### src/rtl/register_file.sv
// register_file: 32-entry architectural integer register file.
// Two combinational read ports with same-cycle write bypass, one write port
// committed on the rising clock edge, and a raw (unbypassed) debug read port.
// x0 is hardwired to zero; x2 resets to the initial stack pointer.
module register_file #(
   parameter int unsigned           DATA_WIDTH = 32,
   parameter int unsigned           NUM_REGS   = 32,
   parameter logic [DATA_WIDTH-1:0] SP_INIT    = DATA_WIDTH'(32'h0000_2ffc)
) (
   input  logic                  clk,
   input  logic                  reset_n,
   input  logic [4:0]            rs1,
   input  logic [4:0]            rs2,
   input  logic [4:0]            rd,
   input  logic [DATA_WIDTH-1:0] rd_din,
   input  logic                  write_enable,
   output logic [DATA_WIDTH-1:0] rs1_dout,
   output logic [DATA_WIDTH-1:0] rs2_dout,
   input  logic [4:0]            dbg_addr,
   output logic [DATA_WIDTH-1:0] dbg_dout
);

   localparam int unsigned ADDR_W  = 5;
   localparam int unsigned SP_IDX  = 2;

   logic [DATA_WIDTH-1:0] r_regs [NUM_REGS];
   logic                  w_wr_ok;

   // A write (and therefore bypass) is only live while reset is released.
   assign w_wr_ok = write_enable & reset_n;

   // Array update: async reset to architectural reset values, x0 never written.
   always_ff @(posedge clk or negedge reset_n) begin
      if (!reset_n) begin
         for (int i = 0; i < int'(NUM_REGS); i++) begin
            r_regs[i] <= (i == int'(SP_IDX)) ? SP_INIT : '0;
         end
      end else if (write_enable && (rd != ADDR_W'(0))) begin
         r_regs[rd] <= rd_din;
      end
   end

   // Read port 1: x0 forced to zero, otherwise bypass a matching write.
   always_comb begin
      rs1_dout = '0;
      if (rs1 != ADDR_W'(0)) begin
         if (w_wr_ok && (rd == rs1)) begin
            rs1_dout = rd_din;
         end else begin
            rs1_dout = r_regs[rs1];
         end
      end
   end

   // Read port 2: same rules as port 1.
   always_comb begin
      rs2_dout = '0;
      if (rs2 != ADDR_W'(0)) begin
         if (w_wr_ok && (rd == rs2)) begin
            rs2_dout = rd_din;
         end else begin
            rs2_dout = r_regs[rs2];
         end
      end
   end

   // Debug port: raw array contents, no bypass.
   always_comb begin
      dbg_dout = '0;
      if (dbg_addr != ADDR_W'(0)) begin
         dbg_dout = r_regs[dbg_addr];
      end
   end

endmodule

### config.mk
export PLATFORM = sky130hd
export DESIGN_NAME = register_file
export DESIGN_NICKNAME = d
export VERILOG_FILES = /design/src/rtl/register_file.sv
export SDC_FILE = /design/constraint.sdc
export NUM_CORES = 2
export LEC_CHECK = 0
export CAP_MARGIN = 20
export CORE_AREA = 2 2 462 280
export DETAILED_ROUTE_END_ITERATION = 8
export DIE_AREA = 0 0 464 282
export GPL_ROUTABILITY_DRIVEN = 0
export HOLD_SLACK_MARGIN = 0.15
export PLACE_DENSITY = 0.75
export SLEW_MARGIN = 20
export SYNTH_ARGS = -nofsm -noshare
export SYNTH_HDL_FRONTEND = slang
export SYNTH_SLANG_ARGS = --single-unit
### constraint.sdc
create_clock -name clk -period 3.5 [get_ports clk]
set_input_delay 0.875 -clock clk [delete_from_list [all_inputs] [get_ports clk]]
set_output_delay 0.875 -clock clk [all_outputs]
set_load 0.02 [all_outputs]
== Word level (Yosys, flattened, before mapping) ==
Cells that the tools add are included.

* Input port bits: 55
* Register bits: 1024

* Multiplexer cells: 17
* Reductions and logical operators: 8
* Order comparisons: 5
* Bitwise gates (word level): 5
* Equality and inequality tests: 2

{| class="wikitable"
|+ Operators by type and width
! kind !! count
|-
| $bwmux W1024 || 1
|-
| $bmux W32 S5 || 3
|-
| $mux W32 || 12
|-
| $demux W32 S5 || 1
|-
| $ge A6 B6 Y1 const B || 4
|-
| $not A5 Y6 || 4
|-
| $reduce_bool A5 Y1 || 4
|-
| $eq A5 B5 Y1 || 2
|-
| $lt A6 B1 Y1 const B || 1
|-
| $logic_and A1 B1 Y1 || 4
|-
| $and A1 B1 Y1 || 1
|}

== Depth between registers and ports, before layout ==
* Depth after elaboration: 6
* Gate-level depth with buffers: 9

== Least setup slack after synthesis ==
Ideal clock, no wire load.

* Path type: input -> output
* Start: input port dbg_addr[1]
* End: output port dbg_dout[25]
* Stages on the path: 7
* Data arrival time: 2602 ps
* Data required time: 2625 ps
* Path slack: 23 ps
* Cells stage by stage: buf_2 -> clkbuf_1 -> buf_1 -> mux4_2 -> mux4_2 -> nand2_1 -> o21ai_1

* Word-level cells in the longest chain between the ends: 5

{| class="wikitable"
|+ RTL lines
! item !! line !! RTL
|-
| from (decl) || 19 || <nowiki>input logic [4:0] dbg_addr,</nowiki>
|-
| $not A5 Y6 (not written as such) || 71 || <nowiki>dbg_dout = r_regs[dbg_addr];</nowiki>
|-
| $bmux W32 S5 || 71 ||
|-
| $mux W32 (not written as such) (2 in a row) || 71 ||
|-
| $mux W32 (*) || 70 || <nowiki>if (dbg_addr != ADDR_W'(0)) begin</nowiki>
|-
| to (decl) || 20 || <nowiki>output logic [DATA_WIDTH-1:0] dbg_dout</nowiki>
|}

Mark *: on every way between the ends. The rest lies on a longest branch, timed or not. The select of a mux whose other input is x is not followed.

== Worst setup path in the final report ==
* Start: input port dbg_addr[1]
* End: output port dbg_dout[19]

Same word-level chain as after synthesis.

==> impl_metrics.json <==
{
  "drv_cap": 0,
  "critPathMaxStageDelay_ns": 0.51,
  "switching_share": 0.3190,
  "initial_utilization": 0.4989,
  "synth_flop_cell": "dfrtp_1",
  "seqPwrFrac": 0.411,
  "rr_startpoint": "r_regs[381]",
  "io_buffer_count": 150,
  "p_int_mw": 27.55,
  "syn_avg_cell_area_um2": 14.66,
  "worstHoldPathType": "input pin to asynchronous set/reset pin",
  "dieArea_um2": 130800,
  "ir_worst_vdd_v": 0.0005305,
  "drive_gt1_frac": 0.6466,
  "hold_violations": 0,
  "first_iter_violations": 8248,
  "synth_area_leaders": "dfrtp_1, mux4_2, mux2_2",
  "clk_latency_ns": 0.74,
  "area_growth_pct": 27.36,
  "vias_per_cell": 7.616,
  "grt_max_degree": 175,
  "wire_per_inst_um": 39.57,
  "rsz0062_at_grt": "true",
  "netlist.area_leader.share": 0.4025,
  "vias": 50534,
  "slowest_stage": "mux4_2",
  "postSynthCellCount": 4296,
  "grt.overflow.total": 0,
  "slew_viol_final": 0,
  "rrSetupSlack_ns": 2.58,
  "grt_pass1_wl_um": 365700,
  "core_um2": 126200,
  "rows": 101,
  "setup_violations": 87,
  "clkTransAtPathRegs_ns": 0.07,
  "dp_cells": 6210,
  "clock_path_buffers": 3,
  "cp.arrival_ns": 3.00,
  "top_regs": "r_regs: 1024 flops",
  "layout_setup_ws_ns": -0.3727,
  "syn_area_um2": 62980,
  "ys.warnings.count": 0,
  "grt.total_usage": 0.3908,
  "routed_wl_um": 262600,
  "tritoncts": "yes",
  "async_flop_share": 1.000,
  "synth_edf_count": 0,
  "ioPinCount": 151,
  "slew_headroom": 0.3021,
  "largest_register_ffs": 1024,
  "fin_cells": 6635,
  "ys_types": 57,
  "root_buffer": "clkbuf_16",
  "crit_chain": "buf_12, buf_12, buf_4, mux4_2, mux4_2, nand2_2, o21ai_4, buf_6",
  "critPathKind": "input pin to output port",
  "ant_nets": 0,
  "p_leak_nw": 34.03,
  "dp_hpwl_um": 162700,
  "violations": "setup timing",
  "end_kind": "output port",
  "grt_pass1_vias": 49726,
  "critPathLaunchType": "input pin",
  "regMostFlops": "r_regs",
  "clkPwrFrac": 0.288,
  "drc": 0,
  "die_x_um": 464,
  "path_max_fanout": 36,
  "numCtsBuffers": 97,
  "nNetsFinal": 4905,
  "layout_commonest_cell": "dfrtp_1",
  "ys_seq_elements": 1024,
  "fmax_ghz": 0.2582,
  "chipHeight_um": 282,
  "cts.htree.levels": 3,
  "synth_seq_area_share": 0.4071,
  "fin_skew_ns": 0,
  "final.min_clock_period_ns": 3.873,
  "hold_buffers": 0,
  "outcome": "finished with violations",
  "power.density_nw_per_um2": 504.4,
  "hold_ws_ns": 0.3998,
  "crit_required_ns": 2.62,
  "firstDrtPassIters": 8,
  "worst_pin_slew_ns": 1.047,
  "yosys.area.top_type": "dfrtp_1",
  "clock_sinks": 1024,
  "power_frac_comb": 0.301,
  "crit_start": "dbg_addr[1]",
  "final_cell_mix": "dfrtp_1, mux2_2, mux4_2",
  "p_switching_mw": 12.91,
  "fin_crit_sh": 1.106,
  "syn_nets": 4351,
  "grt_antenna_before_repair": 11
}
-- power groups by stage --
stage / clock, mW / combinational [mW] / sequential [mW]
floorplan: 0 / 7.26 / 15.7
global placement: 0 / 10.3 / 16.3
detailed placement: 0 / 10.5 / 16.5
CTS: 11.6 / 11.4 / 16.3
global route: 12.1 / 12.6 / 16.8
finish: 11.6 / 12.2 / 16.6
-- per-layer routing --
| metal | vias up | share of wire | GRT usage |
|---|---|---|---|
| li1 | 18295 | - | - |
| met1 | 25900 | 0.34 | 0.4902 |
| met2 | 4981 | 0.41 | 0.5240 |
| met3 | 1336 | 0.18 | 0.2171 |
| met4 | 22 | 0.072 | 0.2320 |
| met5 | - | 0.0029 | 0.02128 |
-- critical path, delay by kind of cell --
family / cells / cell delay [ns]
buf+inv: 4 / 0.93
mux: 2 / 0.90
simple gates: 1 / 0.12
compound gates: 1 / 0.09
-- final timing paths --
kind | cells past startpoint | end
min in group clk | 0 | r_regs[1018]
hold / removal | 3 | r_regs[699]
hold reg to reg | 0 | r_regs[1018]
setup reg to reg | 1 | r_regs[381]
setup / recovery | 8 | dbg_dout[19]
max in group asynchronous | 4 | r_regs[210]
-- logic make-up after synthesis --
logic type,Yosys count,synth area share
buffers and inverters,549,0.04164
xor gates and xnor gates,10,0.001391
DFF,1024,0.4071
AOI/OAI and AO/OA,486,0.05387
and+or+nand+nor,290,0.02249
muxes,1937,0.4735
-- Yosys cell counts (all sizes together) (4+ instances only) --
cell type  instances
o31a               4
nand2b             5
nand3             35
nor3              10
nand4             24
o22a              24
inv               36
xor2               8
o221a              7
and3              17
a22oi            141
buf              245
nor2              30
dfstp             11
dfrtp           1013
nor3b             10
nand2            124
nand3b             4
nor2b             11
o211ai            42
o21ai             81
and3b              5
a221oi            17
mux2i            210
mux2             992
a221o             18
o22ai             57
and2               7
clkbuf           268
a31oi              8
o21a              10
mux4             735
a22o               7
a21oi             53
-- repair_timing --
item	in CTS	in global routing
setup buffers	180	55
gates resized for setup	899	310
gates cloned	32	12
setup endpoints to repair	96	96
pin swaps	135	137
-- per-stage QoR --
| stage | power, mW | util | cell area, um2 | TNS (ns) | setup WS (ns) |
|---|---|---|---|---|---|
| after floorplan | 22.93 | - | 62980 | 0 | 0.02311 |
| after global placement | 26.54 | 0.5613 | 70860 | -79.17 | -1.252 |
| after detailed placement | 27.02 | 0.5613 | 70860 | -73.28 | -1.106 |
| after CTS | 39.29 | 0.6232 | 78670 | -13.15 | -0.2967 |
| after global routing | 41.48 | 0.6353 | 80200 | -17.61 | -0.3452 |
| final | 40.46 | 0.6354 | 80220 | -16.82 | -0.3727 |
-- area by class of cell --
class,instances,area [um2]
Inverter,36,135.1
Antenna cell,10,25.02
Clock buffer,131,2768
Multi-Input combinational cell,2723,36600
Fill cell,8490,46030
Tap cell,1699,2126
Timing Repair Buffer,968,12330
Clock inverter,44,593.1
Sequential cell,1024,25640
(Power assumes the default switching activity.)
